**config.mk**
```make
export PLATFORM = sky130hd
export DESIGN_NAME = pixel_writer
export DESIGN_NICKNAME = d
export VERILOG_FILES = /design/src/rtl/pixel_writer.sv
export SDC_FILE = /design/constraint.sdc
export NUM_CORES = 1
export LEC_CHECK = 0
export ABC_AREA = 1
export ABC_CLOCK_PERIOD_IN_PS = 7790
export CAP_MARGIN = 30
export CELL_PAD_IN_SITES_DETAIL_PLACEMENT = 1
export CELL_PAD_IN_SITES_GLOBAL_PLACEMENT = 1
export CORE_MARGIN = 2
export CORE_UTILIZATION = 54
export DETAILED_ROUTE_END_ITERATION = 12
export MAX_ROUTING_LAYER = met4
export PLACE_DENSITY_LB_ADDON = 0.1
export SLEW_MARGIN = 10
export SYNTH_ARGS = -nofsm -noshare
export SYNTH_HDL_FRONTEND = slang
export SYNTH_SLANG_ARGS = --single-unit
```
**constraint.sdc**
```tcl
create_clock -name clk_in -period 7.79 [get_ports clk_in]
set_input_delay 0.779 -clock clk_in [delete_from_list [all_inputs] [get_ports clk_in]]
set_output_delay 0.779 -clock clk_in [all_outputs]
set_load 0.01 [all_outputs]
```
**src/rtl/pixel_writer.sv**
```systemverilog
// Buffers rasterized pixels in a FIFO and writes them to a linear framebuffer.
// A clear request sweeps CLEAR_COLOR over the whole frame before draining resumes.
module pixel_writer #(
  parameter int unsigned WIDTH       = 1024,
  parameter int unsigned HEIGHT      = 720,
  parameter int unsigned FIFO_DEPTH  = 16,
  parameter logic [23:0] CLEAR_COLOR = 24'h000000,
  localparam int unsigned AW         = $clog2(WIDTH * HEIGHT)
) (
  input  logic          clk_in,
  input  logic          rst_in,
  input  logic          clear_in,
  input  logic          valid_in,
  input  logic [19:0]   pixel_in,
  input  logic [23:0]   color_in,
  input  logic          last_in,
  output logic          ready_out,
  output logic [AW-1:0] addr_out,
  output logic [23:0]   data_out,
  output logic          we_out,
  output logic          done_out,
  output logic          busy_out
);

  localparam int unsigned NPIX = WIDTH * HEIGHT;
  localparam int unsigned PW   = $clog2(FIFO_DEPTH);
  localparam int unsigned CW   = PW + 1;

  typedef struct packed {
    logic [9:0]  x;
    logic [9:0]  y;
    logic [23:0] color;
    logic        last;
  } entry_t;

  typedef enum logic [1:0] {
    IDLE  = 2'd0,
    CLEAR = 2'd1,
    DRAIN = 2'd2
  } state_t;

  state_t        state_q, state_d;
  logic [PW-1:0] wr_ptr_q, wr_ptr_d;
  logic [PW-1:0] rd_ptr_q, rd_ptr_d;
  logic [CW-1:0] count_q, count_d;
  logic [AW-1:0] clr_cnt_q, clr_cnt_d;
  logic [AW-1:0] addr_q, addr_d;
  logic [23:0]   data_q, data_d;
  logic          we_q, we_d;
  logic          done_q, done_d;
  logic          busy_q, busy_d;

  entry_t        mem_q [FIFO_DEPTH];
  entry_t        entry_in_c;
  entry_t        head_c;
  logic          full_c;
  logic          empty_c;
  logic          push_c;
  logic          pop_c;
  logic          in_bounds_c;
  logic [AW-1:0] lin_addr_c;

  assign entry_in_c = {pixel_in, color_in, last_in};
  assign full_c     = (count_q == CW'(FIFO_DEPTH));
  assign empty_c    = (count_q == '0);
  assign ready_out  = !full_c;

  // Next-state, FIFO bookkeeping and framebuffer write generation
  always_comb begin
    state_d   = state_q;
    wr_ptr_d  = wr_ptr_q;
    rd_ptr_d  = rd_ptr_q;
    clr_cnt_d = clr_cnt_q;
    addr_d    = addr_q;
    data_d    = data_q;
    we_d      = 1'b0;
    done_d    = 1'b0;

    push_c = valid_in && !full_c;
    pop_c  = (state_q == DRAIN) && !empty_c;

    head_c      = mem_q[rd_ptr_q];
    in_bounds_c = (32'(head_c.x) < WIDTH) && (32'(head_c.y) < HEIGHT);
    // In-bounds coordinates always land below WIDTH*HEIGHT, so AW bits hold the full result
    lin_addr_c  = AW'(head_c.x) + AW'(head_c.y) * AW'(WIDTH);

    if (push_c) begin
      wr_ptr_d = wr_ptr_q + PW'(1);
    end
    if (pop_c) begin
      rd_ptr_d = rd_ptr_q + PW'(1);
    end
    count_d = count_q + CW'(push_c) - CW'(pop_c);

    case (state_q)
      IDLE: begin
        if (clear_in) begin
          state_d   = CLEAR;
          clr_cnt_d = '0;
        end else if (!empty_c) begin
          state_d = DRAIN;
        end
      end
      CLEAR: begin
        we_d      = 1'b1;
        addr_d    = clr_cnt_q;
        data_d    = CLEAR_COLOR;
        clr_cnt_d = clr_cnt_q + AW'(1);
        if (clr_cnt_q == AW'(NPIX - 1)) begin
          clr_cnt_d = '0;
          state_d   = (count_d != '0) ? DRAIN : IDLE;
        end
      end
      DRAIN: begin
        if (pop_c) begin
          we_d   = in_bounds_c;
          done_d = head_c.last;
          if (in_bounds_c) begin
            addr_d = lin_addr_c;
            data_d = head_c.color;
          end
        end
        if (count_d == '0) begin
          state_d = IDLE;
        end
      end
      default: begin
        state_d = IDLE;
      end
    endcase

    busy_d = (state_d != IDLE) || (count_d != '0);
  end

  // Control and output registers
  always_ff @(posedge clk_in or negedge rst_in) begin
    if (!rst_in) begin
      state_q   <= IDLE;
      wr_ptr_q  <= '0;
      rd_ptr_q  <= '0;
      count_q   <= '0;
      clr_cnt_q <= '0;
      addr_q    <= '0;
      data_q    <= '0;
      we_q      <= 1'b0;
      done_q    <= 1'b0;
      busy_q    <= 1'b0;
    end else begin
      state_q   <= state_d;
      wr_ptr_q  <= wr_ptr_d;
      rd_ptr_q  <= rd_ptr_d;
      count_q   <= count_d;
      clr_cnt_q <= clr_cnt_d;
      addr_q    <= addr_d;
      data_q    <= data_d;
      we_q      <= we_d;
      done_q    <= done_d;
      busy_q    <= busy_d;
    end
  end

  // Payload storage needs no reset; the pointers define which entries are live
  always_ff @(posedge clk_in) begin
    if (push_c) begin
      mem_q[wr_ptr_q] <= entry_in_c;
    end
  end

  assign addr_out = addr_q;
  assign data_out = data_q;
  assign we_out   = we_q;
  assign done_out = done_q;
  assign busy_out = busy_q;

endmodule

```
Word-level counts from Yosys, hierarchy flattened

Memories as Yosys holds them, arrays and structs flattened.
Cells that the tools add are included.
W data, S select, Z words.

Register bits: 82
Bits in writable memories: 720
Bits of input ports: 49
Output and inout port bits: 48
Logic and storage cells: 60
Memories kept: 1

$add $sub $neg: 6
$lt $le $gt $ge: 1
Eq/ne operators: 7
Muxes and demuxes: 21
Reduce and logical (&&, ||, !) cells: 14

Memory list:

| name  | words | bits a word | rd ports | clocked after memory_dff | wr ports | line | RTL |
|---|---|---|---|---|---|---|---|
| mem_q | 16    | 45          | 1        | 0                        | 1        | 53   | `entry_t mem_q [FIFO_DEPTH];` |

Operator list:

| kind                    | count |
|---|---|
| $mux W20                | 4 |
| $pmux W20 S2            | 2 |
| $mux W24                | 2 |
| $pmux W24 S2            | 1 |
| $add A10 B20 Y20        | 1 |
| $add A20 B1 Y20 const B | 1 |
| $eq A20 B20 Y1 const B  | 1 |
| $logic_not A5 Y1        | 2 |
| $lt A10 B10 Y1 const B  | 1 |
| $mux W2                 | 5 |
| $add A4 B1 Y4 const B   | 2 |
| $ne A2 B2 Y1 const B    | 3 |
| $pmux W2 S3             | 1 |
| $reduce_bool A2 Y1      | 3 |
| $add A5 B1 Y5           | 1 |
| $eq A5 B5 Y1 const B    | 1 |
| $mux W1                 | 5 |
| $reduce_bool A5 Y1      | 1 |
| $sub A5 B1 Y5           | 1 |
| $reduce_and A3 Y1       | 1 |
| $eq A2 B1 Y1 const B    | 1 |
| $eq A2 B2 Y1 const B    | 1 |
| $logic_and A1 B1 Y1     | 2 |
| $logic_not A1 Y1        | 2 |
| 4 further kinds         | 4 |

Longest topological paths before layout

Gate-level depths: netlist of run 1.

Depth in word-level cells: 11
Mapped depth: 19
Mapped depth without buffers: 19

Worst setup path after synthesis of run 1

No wires, ideal clock.

Path kind: input port to flip-flop
From: input port valid_in
To: memory mem_q[11][0] (netlist bit), enable pin
Setup time: 0.448 ns
Arrival: 3.053 ns
Required time: 7.342 ns
Setup slack: 4.290 ns
Stages on the path: 4
Path buffers: 0
Cells stage by stage: nand2_1 > inv_1 > nand2_1 > nor2_1

Longest elaborated chain between the ends: 3

RTL lines:

| what                          | line | RTL |
|---|---|---|
| start: declaration            | 13   | `input logic valid_in,` |
| $logic_and A1 B1 Y1           | 79   | `push_c = valid_in && !full_c;` |
| $mux W1                       | 164  | `if (push_c) begin` |
| $mux W1 (not written as such) | 165  | `mem_q[wr_ptr_q] <= entry_in_c;` |
| end: declaration              | 53   |  |

Every way passes these cells.

Final worst setup path of run 1

From: register rd_ptr_q[2]
To: register addr_q[0] (netlist: addr_out[0])

Longest elaborated chain between the ends: 5
Elaborated cells on any way between the ends: 8
Classes of those cells: add/sub: 1; order compare: 1; eq/ne: 1; mux: 3; reduce/logical: 1; memory: 1

RTL lines:

| what                     | line | RTL |
|---|---|---|
| start: declaration       | 44   | `logic [PW-1:0] rd_ptr_q, rd_ptr_d;` |
| start signal: assignment | 151  | `rd_ptr_q <= rd_ptr_d;` |
| $mem_v2 Z16 W45 *        | n/a  |  |
| $add A10 B20 Y20         | 85   | `lin_addr_c = AW'(head_c.x) + AW'(head_c.y) * AW'(WIDTH);` |
| $mux W20                 | 118  | `if (in_bounds_c) begin` |
| $mux W20                 | 115  | `if (pop_c) begin` |
| $pmux W20 S2             | 95   | `case (state_q)` |
| end signal: assignment   | 154  | `addr_q <= addr_d;` |
| end: declaration         | 47   | `logic [AW-1:0] addr_q, addr_d;` |

Every way passes the cells marked *; elsewhere a longest branch is shown, timed or not. The select of a mux whose other input is x is not followed.
A chain may end at the register's enable or synchronous reset.

==> out/results.ini, run 1 <==
[floorplan]
die_width_um=248
floorplan.rows=89
full_die_area_sq_um=61400
i_o_pin_count=97
fp.dieH_um=248
placeableCoreArea_sq_um=58900
initial_cell_density_of_the_core_pct=54.5

[setup_path]
crit_chain=clkinv_2, nand3_1, nand3_1, nand2_1, inv_1, nor2_1, nand3_1, nand3_2, buf_4, nand2_2, nand2_1, nand2_1
end_point_of_the_critical_path=addr_out[0]$_DFFE_PN0P_
reg2regPathDepth=12
worst_r2r_endpoint=addr_out[0]$_DFFE_PN0P_
worst-endpoint-arrival_ns=5.03
crit_path_end_kind=flop
setup.worst_path.start_class=flop
worstSetupPathType=reg2reg
critical_path_required_ns=8.30
r2r_slack_ns=3.27
rr_startpoint=rd_ptr_q[2]$_DFFE_PN0P_
crit_path_max_incr_delay_ns=0.93
crit_path_max_delay_cell_type=sky130_fd_sc_hd__dfrtp_4
worst_setup_path_startpoint=rd_ptr_q[2]$_DFFE_PN0P_
timing.critical_path.fanout_max=51

[clock_tree]
tritoncts=yes
clockRootBuffer=sky130_fd_sc_hd__clkbuf_16
post_cts.resized_instances=0
post-cts-setup-buffer-count=0
cts-root-to-sink-buffers=3
clkSinkCount=802
clk_transition_reported_paths_ns=0.07
cts_made_buffers=81
cts.htree.levels=3
hold_buffers=0
insertion_delay_ns=0.65

[grt]
grt_overflow=0
overall_global_routing_usage_pct=33.0
vias_in_the_first_global_route=23100
grt.met3_usage_pct=4.84
grt_util_met1_pct=42.9
grt_most_used_layer=met2
met2_usage_pct=52.9
grt_pass1_wl_mm=145
grt_start_max_net_pins=254
number_of_antenna_violations_at_the_first_check_in_global_routing=5

[timing]
finalWorstPathRequiredPeriod_ns=4.52
rsz0062_at_grt=no
finalSetupTns_ns=0
worst_clock_skew_ns=0.0321
worst-slew-pin-transition_ns=1.21
final_hold_viol_count=0
timing.max_slew.rel_slack_pct=19.5
setup-violations-final=0
finalCritPeriodShare_pct=58.0
timing_max_transition_violations_final=0
fmax_mhz=221

[route]
dr_total_vias=21900
drt-initial-drc-count=2566
route.detailed.vias_per_inst=6.34
wl_mm=97.0
number_of_design_rule_violations_left_after_detail_routing=0
firstDrtPassIters=5
ant_nets=0
drt-wirelength-per-cell_um=28.1

[yosys]
synth_edf_count=720
seq_cells_post_synth=802
avgSynthCellArea_sq_um=12.5
synthesized_instance_count=2562
post_synthesis_net_count=2628
synth_async_sr_flop_share_pct=10.2
synthDominantCellAreaShare_pct=67.4
synth.cell_area_sq_um=32100
synth.yosys.warnings=0
post_synthesis_sequential_area_ratio_pct=73.7
synthDominantAreaCellType=sky130_fd_sc_hd__edfxtp_1
synth_top_flop_cell=sky130_fd_sc_hd__edfxtp_1
synth.top_cells.by_area=sky130_fd_sc_hd__edfxtp_1 67%, sky130_fd_sc_hd__dfrtp_1 6.4%, sky130_fd_sc_hd__o21ai_0 5.7%, sky130_fd_sc_hd__nor2_1 4.9%, sky130_fd_sc_hd__nand2_1 3.2%
synth.lib_cells_used.distinct=39

[cells_and_area]
finish.net_count=2683
syn_to_final_growth_pct=13.7
post-route-cell-area_sq_um=36500
layout-drive-gt1-share_pct=6.91

[pwr]
leakage_nw=12.6
power_density_nw_per_um2=382
ir_worst_vdd_v=0.000375

[placed_design]
detailed_place.area_sq_um=33800
hpwl_mm=48.8
placement.io_buffers=96
globalplace.congestion=0.821

[worst_hold_path]
hp-class=in2async

[run]
maxCapViolCount=0

[status]
outcome=finished clean

[cells in the mapped netlist (6+ instances only)]
cell and n:
sky130_fd_sc_hd__o32ai_1 6, sky130_fd_sc_hd__nor3_1 11, sky130_fd_sc_hd__o21ai_0 366, sky130_fd_sc_hd__inv_1 104, sky130_fd_sc_hd__o22ai_1 119, sky130_fd_sc_hd__o211ai_1 6, sky130_fd_sc_hd__buf_2 36, sky130_fd_sc_hd__buf_1 7
sky130_fd_sc_hd__a21oi_1 10, sky130_fd_sc_hd__xor2_1 12, sky130_fd_sc_hd__nor2_1 420, sky130_fd_sc_hd__o21ai_1 11, sky130_fd_sc_hd__o221ai_1 54, sky130_fd_sc_hd__dfrtp_1 82, sky130_fd_sc_hd__clkbuf_1 105, sky130_fd_sc_hd__edfxtp_1 720
sky130_fd_sc_hd__a31oi_1 19, sky130_fd_sc_hd__nand2_1 270, sky130_fd_sc_hd__ha_1 16, sky130_fd_sc_hd__nand4_1 8, sky130_fd_sc_hd__nand3_1 138, sky130_fd_sc_hd__buf_4 11, sky130_fd_sc_hd__buf_6 9
[cell families (layout without fill, tap and decap cells)]
family,Yosys count,in the layout,share of synthesized area (%)
XOR/XNOR,14,14,0.382
AO/OA/AOI/OAI,602,602,10.8
AND/OR/NAND/NOR,852,852,10.7
other,0,4,0
buffers and inverters,275,391,3.70
flip-flops,802,802,73.7
adder cells (fa/ha/maj),17,17,0.686
[flip-flops by register name (all words and copies together) (netlist names)]
signal / cells
done_out: 1
busy_out: 1
state_q: 2
wr_ptr_q: 4
mem_q: 720
addr_out: 20
clr_cnt_q: 20
data_out: 24
rd_ptr_q: 4
we_out: 1
count_q: 5
[cell usage in the layout, fill, tap and decap left out, drive strengths merged, types with 2 or more instances in the layout]
master / instances
clkdlybuf4s50: 95
a21oi: 10
dfrtp: 82
clkbuf: 110
a221oi: 2
nand4: 8
xnor2: 2
buf: 46
a21boi: 2
diode: 4
inv: 107
a31oi: 19
xor2: 12
ha: 16
nor2: 420
o32ai: 6
edfxtp: 720
o211ai: 10
nand2: 271
o21ai: 377
o22ai: 119
o221ai: 54
clkinv: 26
nor3: 11
bufinv: 6
nand3: 139
[metal layers]
metal / routed length, um / vias to the layer above
li1: - / 9420
met1: 38500 / 11200
met2: 47900 / 1018
met3: 7440 / 221
met4: 3250 / 0
met5: 0 / -
[worst max-delay path: cells and delay by family, from the launching register on]
family                 cells  cell delay, ns
flip-flops                 1            0.93
buffers and inverters      3            1.37
AND/OR/NAND/NOR            9            1.95
[stage by stage]
stage               power (mW)  std cells  util (%)  hold slack, ns  setup WS (ns)
floorplan                 8.33       2562         -           0.483           4.29
finish                    13.9       3455      61.9          0.0498           3.27
CTS                       13.9       3444      61.6          0.0238           3.36
detailed placement        10.0       3300      57.3           0.509           3.42
global placement          9.75       3296      57.1           0.500           3.47
global route              14.6       3455      61.9          0.0452           3.10
[how the worst min path moves through the flow]
stage | startpoint | to | slack (ns) | depth (start not counted)
after floorplan | rst_in | addr_out[0]$_DFFE_PN0P_ | 0.48 | 0
after global routing | rst_in | data_out[5]$_DFFE_PN0P_ | 0.05 | 1
after CTS | rst_in | data_out[5]$_DFFE_PN0P_ | 0.02 | 1
final | rst_in | data_out[5]$_DFFE_PN0P_ | 0.05 | 1
after detailed placement | addr_out[14]$_DFFE_PN0P_ | addr_out[14]$_DFFE_PN0P_ | 0.51 | 2
after global placement | addr_out[13]$_DFFE_PN0P_ | addr_out[13]$_DFFE_PN0P_ | 0.50 | 2
[where the power goes]
group          internal (mW)  switching (mW)  total [mW]  leakage [nW]
clock network           2.21            1.64        3.86          1.25
registers               5.22           0.328        5.54          7.57
logic                   1.27            3.28        4.55          3.80
total                   8.70            5.25        13.9          12.6
[layout make-up]
cell class,instances,area [sq um]
clock inverters,34,314
well taps,773,967
inverters,106,409
flip-flops and latches,802,23700
diodes,4,10.0
multi-input cells,1485,7360
fillers,5707,22400
repair buffers,141,1490
clock buffers,110,2250
Note: power is estimated with default switching activity, not from simulation.
==> inputs of run 2 (changes only) <==
Settings changed: ABC_CLOCK_PERIOD_IN_PS 7790 to 3620, CORE_UTILIZATION 54 to 46.
Clock period 7.79 ns to 3.62 ns, I/O delays scaled along.
==> out/results.ini, run 2 (synthesis results as in run 1) <==
[setup_path]
reg2regPathDepth=19  ; was 12
timing.critical_path.mode_cell=sky130_fd_sc_hd__nand2_1
critical_path_required_ns=4.12  ; was 8.30 ns
crit_path_max_delay_cell_type=sky130_fd_sc_hd__fa_1  ; was sky130_fd_sc_hd__dfrtp_4
worstSetupPathType=reg2reg  ; unchanged
end_point_of_the_critical_path=busy_out$_DFF_PN0_  ; was addr_out[0]$_DFFE_PN0P_
crit_path_end_kind=flop  ; unchanged
worst-path-stages=19  ; was 12
worstPathBufferInverterCount=3  ; unchanged
critPathTopFamily=adder cells  ; was simple AND/OR/NAND/NOR gates
worst_r2r_endpoint=busy_out$_DFF_PN0_  ; was addr_out[0]$_DFFE_PN0P_
crit_chain=inv_1, ha_1, nand4_1, nand2_1, inv_1, ha_1, inv_1, ha_1, fa_1, a21oi_1, o21bai_1, xor2_1, nand3_1, nand2_1, nand2_1, nand2_1, nand2_1, nand2_1, nand3b_1  ; was clkinv_2, nand3_1, nand3_1, nand2_1, inv_1, nor2_1, nand3_1, nand3_2, buf_4, nand2_2, nand2_1, nand2_1
worst-endpoint-arrival_ns=3.66  ; was 5.03 ns
timing.critical_path.fanout_max=3  ; was 51
worst_setup_path_startpoint=count_q[3]$_DFF_PN0_  ; was rd_ptr_q[2]$_DFFE_PN0P_
r2r_slack_ns=0.46  ; was 3.27 ns
crit_path_max_incr_delay_ns=0.45  ; was 0.93 ns
rr_startpoint=count_q[3]$_DFF_PN0_  ; was rd_ptr_q[2]$_DFFE_PN0P_
setup.worst_path.start_class=flop  ; unchanged

[route]
ant_nets=0  ; unchanged
firstDrtPassIters=5  ; unchanged
route.detailed.vias_per_inst=5.86  ; was 6.34
wl_mm=94.1  ; was 97.0 mm
drt-initial-drc-count=1795  ; was 2566
route.met2.wl_mm=45.1  ; was 47.9 mm
number_of_design_rule_violations_left_after_detail_routing=0  ; unchanged
dr_total_vias=21400  ; was 21900
top_signal_layer_used=met4  ; unchanged
met3RoutedLength_mm=5.49  ; was 7.44 mm
drt_met1_wl_mm=41.6  ; was 38.5 mm
drt-wirelength-per-cell_um=25.8  ; was 28.1 um

[clock_tree]
insertion_delay_ns=0.63  ; was 0.65 ns
clockRootBuffer=sky130_fd_sc_hd__clkbuf_16  ; unchanged
clk_transition_reported_paths_ns=0.06  ; was 0.07 ns
tritoncts=yes  ; unchanged
cts-root-to-sink-buffers=3  ; unchanged
post_cts.resized_instances=0  ; unchanged
hold_buffers=1  ; was 0
cts.htree.levels=3  ; unchanged
cts_made_buffers=86  ; was 81
post-cts-setup-buffer-count=0  ; unchanged
clkSinkCount=802  ; unchanged

[grt]
vias_in_the_first_global_route=22400  ; was 23100
grt_start_max_net_pins=191  ; was 254
grt_overflow=0  ; unchanged
number_of_antenna_violations_at_the_first_check_in_global_routing=4  ; was 5
grt_pass1_wl_mm=142  ; was 145 mm
overall_global_routing_usage_pct=27.4  ; was 33.0%

[pwr]
power_density_nw_per_um2=818  ; was 382 nW/um^2
post-layout-total-power_mw=30.3  ; was 13.9 mW
ir_worst_vdd_v=0.000522  ; was 0.000375 V
leakage_nw=12.8  ; was 12.6 nW

[timing]
timing.max_slew.rel_slack_pct=29.5  ; was 19.5%
final_hold_viol_count=0  ; unchanged
rsz0062_at_grt=no  ; unchanged
finalWorstPathRequiredPeriod_ns=3.16  ; was 4.52 ns
timing_max_transition_violations_final=0  ; unchanged
setup-violations-final=0  ; unchanged
finalSetupTns_ns=0  ; unchanged
setup_ws_ns=0.457  ; was 3.27 ns
worst_clock_skew_ns=0.0207  ; was 0.0321 ns
whs_ns=0.414  ; was 0.0498 ns
finalCritPeriodShare_pct=87.4  ; was 58.0%
worst-slew-pin-transition_ns=1.06  ; was 1.21 ns
fmax_mhz=316  ; was 221 MHz

[floorplan]
i_o_pin_count=97  ; unchanged
placeableCoreArea_sq_um=68800  ; was 58900 sq um
full_die_area_sq_um=71900  ; was 61400 sq um
initial_cell_density_of_the_core_pct=46.6  ; was 54.5%
fp.dieH_um=268  ; was 248 um
floorplan.rows=96  ; was 89
die_width_um=268  ; was 248 um

[placed_design]
post-place-ws_ns=0.490  ; was 3.42 ns
globalplace.congestion=0.870  ; was 0.821
placement.io_buffers=96  ; unchanged
hpwl_mm=51.3  ; was 48.8 mm

[cells_and_area]
fill_cells=6842  ; was 5707
mostFrequentLayoutCell=sky130_fd_sc_hd__edfxtp_1  ; unchanged
most-common-layout-cells=720 x sky130_fd_sc_hd__edfxtp_1, 404 x sky130_fd_sc_hd__nor2_1, 366 x sky130_fd_sc_hd__o21ai_0  ; unchanged
largest_reg_flops=720  ; unchanged
layout-drive-gt1-share_pct=8.06  ; was 6.91%
finish.net_count=2715  ; was 2683
max_flop_register=mem_q  ; unchanged
syn_to_final_growth_pct=15.3  ; was 13.7%

[run]
maxCapViolCount=0  ; unchanged

[status]
outcome=finished clean  ; unchanged

[worst_hold_path]
hp-class=in2reg  ; was in2async
hold_path.startpoint=valid_in

## run 2: changes by cell type in the layout (fill, tap and decap cells not counted), sizes merged
cell | before | now
buf | 46 | 72
bufinv | 6 | 7
clkbuf | 110 | 114
clkinv | 26 | 37
clkinvlp | 1 | 0
dlygate4sd3 | 0 | 1
inv | 107 | 104
## run 2: how the worst min path moves through the flow
stage                     cells after the start  slack, ns                  endpoint
after detailed placement                      2       0.49   data_out[2]$_DFFE_PN0P_
after global routing                          3       0.44   wr_ptr_q[0]$_DFFE_PN0P_
after CTS                                     3       0.40   wr_ptr_q[0]$_DFFE_PN0P_
final                                         3       0.41   wr_ptr_q[0]$_DFFE_PN0P_
after global placement                        2       0.49  data_out[23]$_DFFE_PN0P_
after floorplan                               0       0.07   addr_out[0]$_DFFE_PN0P_
## run 2: cell type report
class	instances	area, sq um	share of cell area, %
diodes	4	10.0	0.0270
clock buffers	114	2350	6.35
clock inverters	42	367	0.990
inverters	106	409	1.11
multi-input cells	1485	7360	19.9
flip-flops and latches	802	23700	64.0
well taps	931	1160	3.15
repair buffers	168	1680	4.53
## run 2: power breakdown
part           switching [mW]  internal [mW]  leakage, nW
Clock                    3.55           5.04         1.34
Combinational            7.12           2.87         3.92
Sequential              0.466           11.2         7.57
Total                    11.1           19.1         12.8
## run 2: worst register-to-register path, cell delays in order, from the launching register on
cell                       delay (ns)
sky130_fd_sc_hd__dfrtp_1         0.40
sky130_fd_sc_hd__inv_1           0.09
sky130_fd_sc_hd__ha_1            0.16
sky130_fd_sc_hd__nand4_1         0.20
sky130_fd_sc_hd__nand2_1         0.17
sky130_fd_sc_hd__inv_1           0.08
sky130_fd_sc_hd__ha_1            0.27
sky130_fd_sc_hd__inv_1           0.04
sky130_fd_sc_hd__ha_1            0.20
sky130_fd_sc_hd__fa_1            0.45
sky130_fd_sc_hd__a21oi_1         0.16
sky130_fd_sc_hd__o21bai_1        0.09
sky130_fd_sc_hd__xor2_1          0.18
sky130_fd_sc_hd__nand3_1         0.14
sky130_fd_sc_hd__nand2_1         0.08
sky130_fd_sc_hd__nand2_1         0.07
sky130_fd_sc_hd__nand2_1         0.06
sky130_fd_sc_hd__nand2_1         0.05
sky130_fd_sc_hd__nand2_1         0.09
sky130_fd_sc_hd__nand3b_1        0.08
## run 2: routing by layer
metal  vias up  track usage, %
met2       660            43.6
met1     11100            37.7
li1       9496               -
met4         0            7.13
met3       133            3.25
met5         -               -
## run 2: through the flow
stage | instance area, sq um | utilization [%] | instances
2_1_floorplan | 32100 | - | 2562
3_3_place_gp | 34300 | 49.8 | 3491
3_5_place_dp | 34300 | 49.8 | 3491
4_1_cts | 37000 | 53.8 | 3648
5_1_grt | 37000 | 53.8 | 3652
6_report | 37000 | 53.8 | 3652
==> RTL edit: new RTL, flow settings as in run 2 <==
Re-encode `state_t` (3 states) as one-hot, 3 bits wide.
--- a/src/rtl/pixel_writer.sv
+++ b/src/rtl/pixel_writer.sv
@@ -33,10 +33,10 @@
     logic        last;
   } entry_t;
 
-  typedef enum logic [1:0] {
-    IDLE  = 2'd0,
-    CLEAR = 2'd1,
-    DRAIN = 2'd2
+  typedef enum logic [2:0] {
+    IDLE  = 3'b001,
+    CLEAR = 3'b010,
+    DRAIN = 3'b100
   } state_t;
 
   state_t        state_q, state_d;
Function: same outputs for any inputs over 4 cycles, from zero or initial values and one cycle with rst_in low; so few cycles prove little.
==> RTL edit against run 2 <==
- largest cell class unchanged
- setup slack worse by 110 ps
- sequential cell count grew 1
- worst hold slack got worse by 250 ps
- count of clock-buffer cells in the layout grew 15
- core utilization down 0.59 points
- final area up 0.46%
- area after synthesis up 0.90%
- first-iteration DRC count rose by 16%
- wire length is 1.6% higher
Power is not compared: it rests on default switching activity, and its combinational part moved more than twofold at a synthesized area within 25%.
==> RTL edit: results (changes against run 2) <==
metric,value,unit,change
status,"finished, final reports clean",,
root_buffer,clkbuf_16,,
ctsResizeCount,0,,unchanged
drt-initial-drc-count,2083,,+16%
hp-class,input port to asynchronous set/reset pin,,
first_pass_iters,5,,unchanged
postCtsSetupRepairBufs,0,,unchanged
clock_skew,25.2,ps,+4.59 ps
dp.cells,3591,,+2.9%
worstSkewPairLatency,620,ps,
numCtsBuffers,86,,unchanged
synth_area_per_cell,12.2,um^2,-2.9%
largest_reg_flops,720,,unchanged
seq_area_frac_synth,73.2,%,-0.58 points
antenna_found_initial,7,,+3
place_ws,350,ps,-140 ps
postCtsHoldBufs,1,,unchanged
synthDistinctLibCells,32,,-18%
gp_congestion,0.828,,-4.9%
whs,164,ps,-250 ps
ys_top_cells_by_count,"720 x edfxtp_1, 461 x nor2_1, 358 x o21ai_0",,
crit_fanout,6,,+3
regMostFlops,mem_q,,
tightest_slew,895,ps,-163 ps
dp_hpwl,49.0,mm,-4.6%
grt_usage,27.0,%,-0.41 points
final_cells,3759,,+2.9%
vdd_drop_max,0.479,mV,
num_vias,21900,,+2.5%
wl_per_cell,25.4,um,-1.3%
placedInstanceArea,34500,um^2,+0.67%
grt_pass1_wl,142,mm,+0.23%
switching_share,24.2,%,
r2r_end,busy_out,,
nets,2802,,+3.2%
ant_nets,0,,unchanged
reg2regPathDepth,17,,-2
yosysWarnings,0,,unchanged
reg2reg_setup_slack,340,ps,-110 ps
cts_buffer_depth,3,,unchanged
port_buffers,96,,unchanged
h-tree-depth,3,,unchanged
cp.arrival,3760,ps,+100 ps
synth.area.top_cells,"edfxtp_1 67%, dfrtp_1 6.3%, o21ai_0 5.5%, nor2_1 5.3%, nand2_1 3.8%",,
crit_start,count_q[3],,
grt_pass1_vias,22900,,+2.2%
power.leakage,13.1,nW,
grt_max_degree,155,,-19%
postSynth.asyncResetShare,10.3,%,+0.11 points
path_clk_slew,60,ps,about the same
drive_gt1_share,7.29,%,-0.77 points
[RTL edit: logic make-up after synthesis]
family          after synthesis  synth area share (%)
flops                       803                  73.2
xor+xnor                     22                 0.595
buf+inv                     258                  3.60
compound gates              595                  10.1
simple gates                971                  12.0
fa+ha+maj                    13                 0.525
[RTL edit: worst max-delay path by stage]
stage | endpoint | slack (ps) | cells after the start
global placement | busy_out | 500 | 17
CTS | busy_out | 320 | 17
floorplan | mem_q[7][0] | -850 | 5
finish | busy_out | 340 | 17
global route | busy_out | 20 | 17
detailed placement | busy_out | 350 | 17
[RTL edit: power groups by stage]
stage                     Sequential (W)  Clock (W)  Combinational (W)
final                             0.0112    0.00838            0.00184
after global routing              0.0113    0.00888            0.00200
after CTS                         0.0112    0.00855            0.00187
after detailed placement          0.0114          0            0.00186
after floorplan                   0.0114          0           0.000827
after global placement            0.0114          0            0.00178
[RTL edit: metal layers]
metal / vias to the layer above / share of wire (%) / GRT usage [%]
met3: 169 / 5.4 / 3.70
li1: 9694 / - / -
met5: - / 0 / -
met1: 11400 / 44 / 35.6
met2: 638 / 48 / 43.5
met4: 0 / 2.7 / 8.80
[RTL edit: area by class of cell]
cell class / count / area, um^2
sequential: 803 / 23700
antenna: 6 / 15.0
multi-input combinational: 1601 / 7650
tap: 940 / 1180
inverter: 90 / 350
clock inverter: 32 / 245
clock buffer: 129 / 2410
timing repair buffer: 158 / 1640
fill: 7168 / 32700
[RTL edit: worst max-delay path: stages (launching register included)]
cell and delay, ps:
dfrtp_1 400, inv_1 90, ha_1 170, inv_1 50
nor4_1 350, inv_1 110, nand2_1 150, inv_1 120
ha_1 290, inv_1 40, ha_1 200, fa_1 440
a21oi_1 170, o21bai_1 100, xnor2_1 190, nand3_1 120
inv_1 90, o21ai_0 70
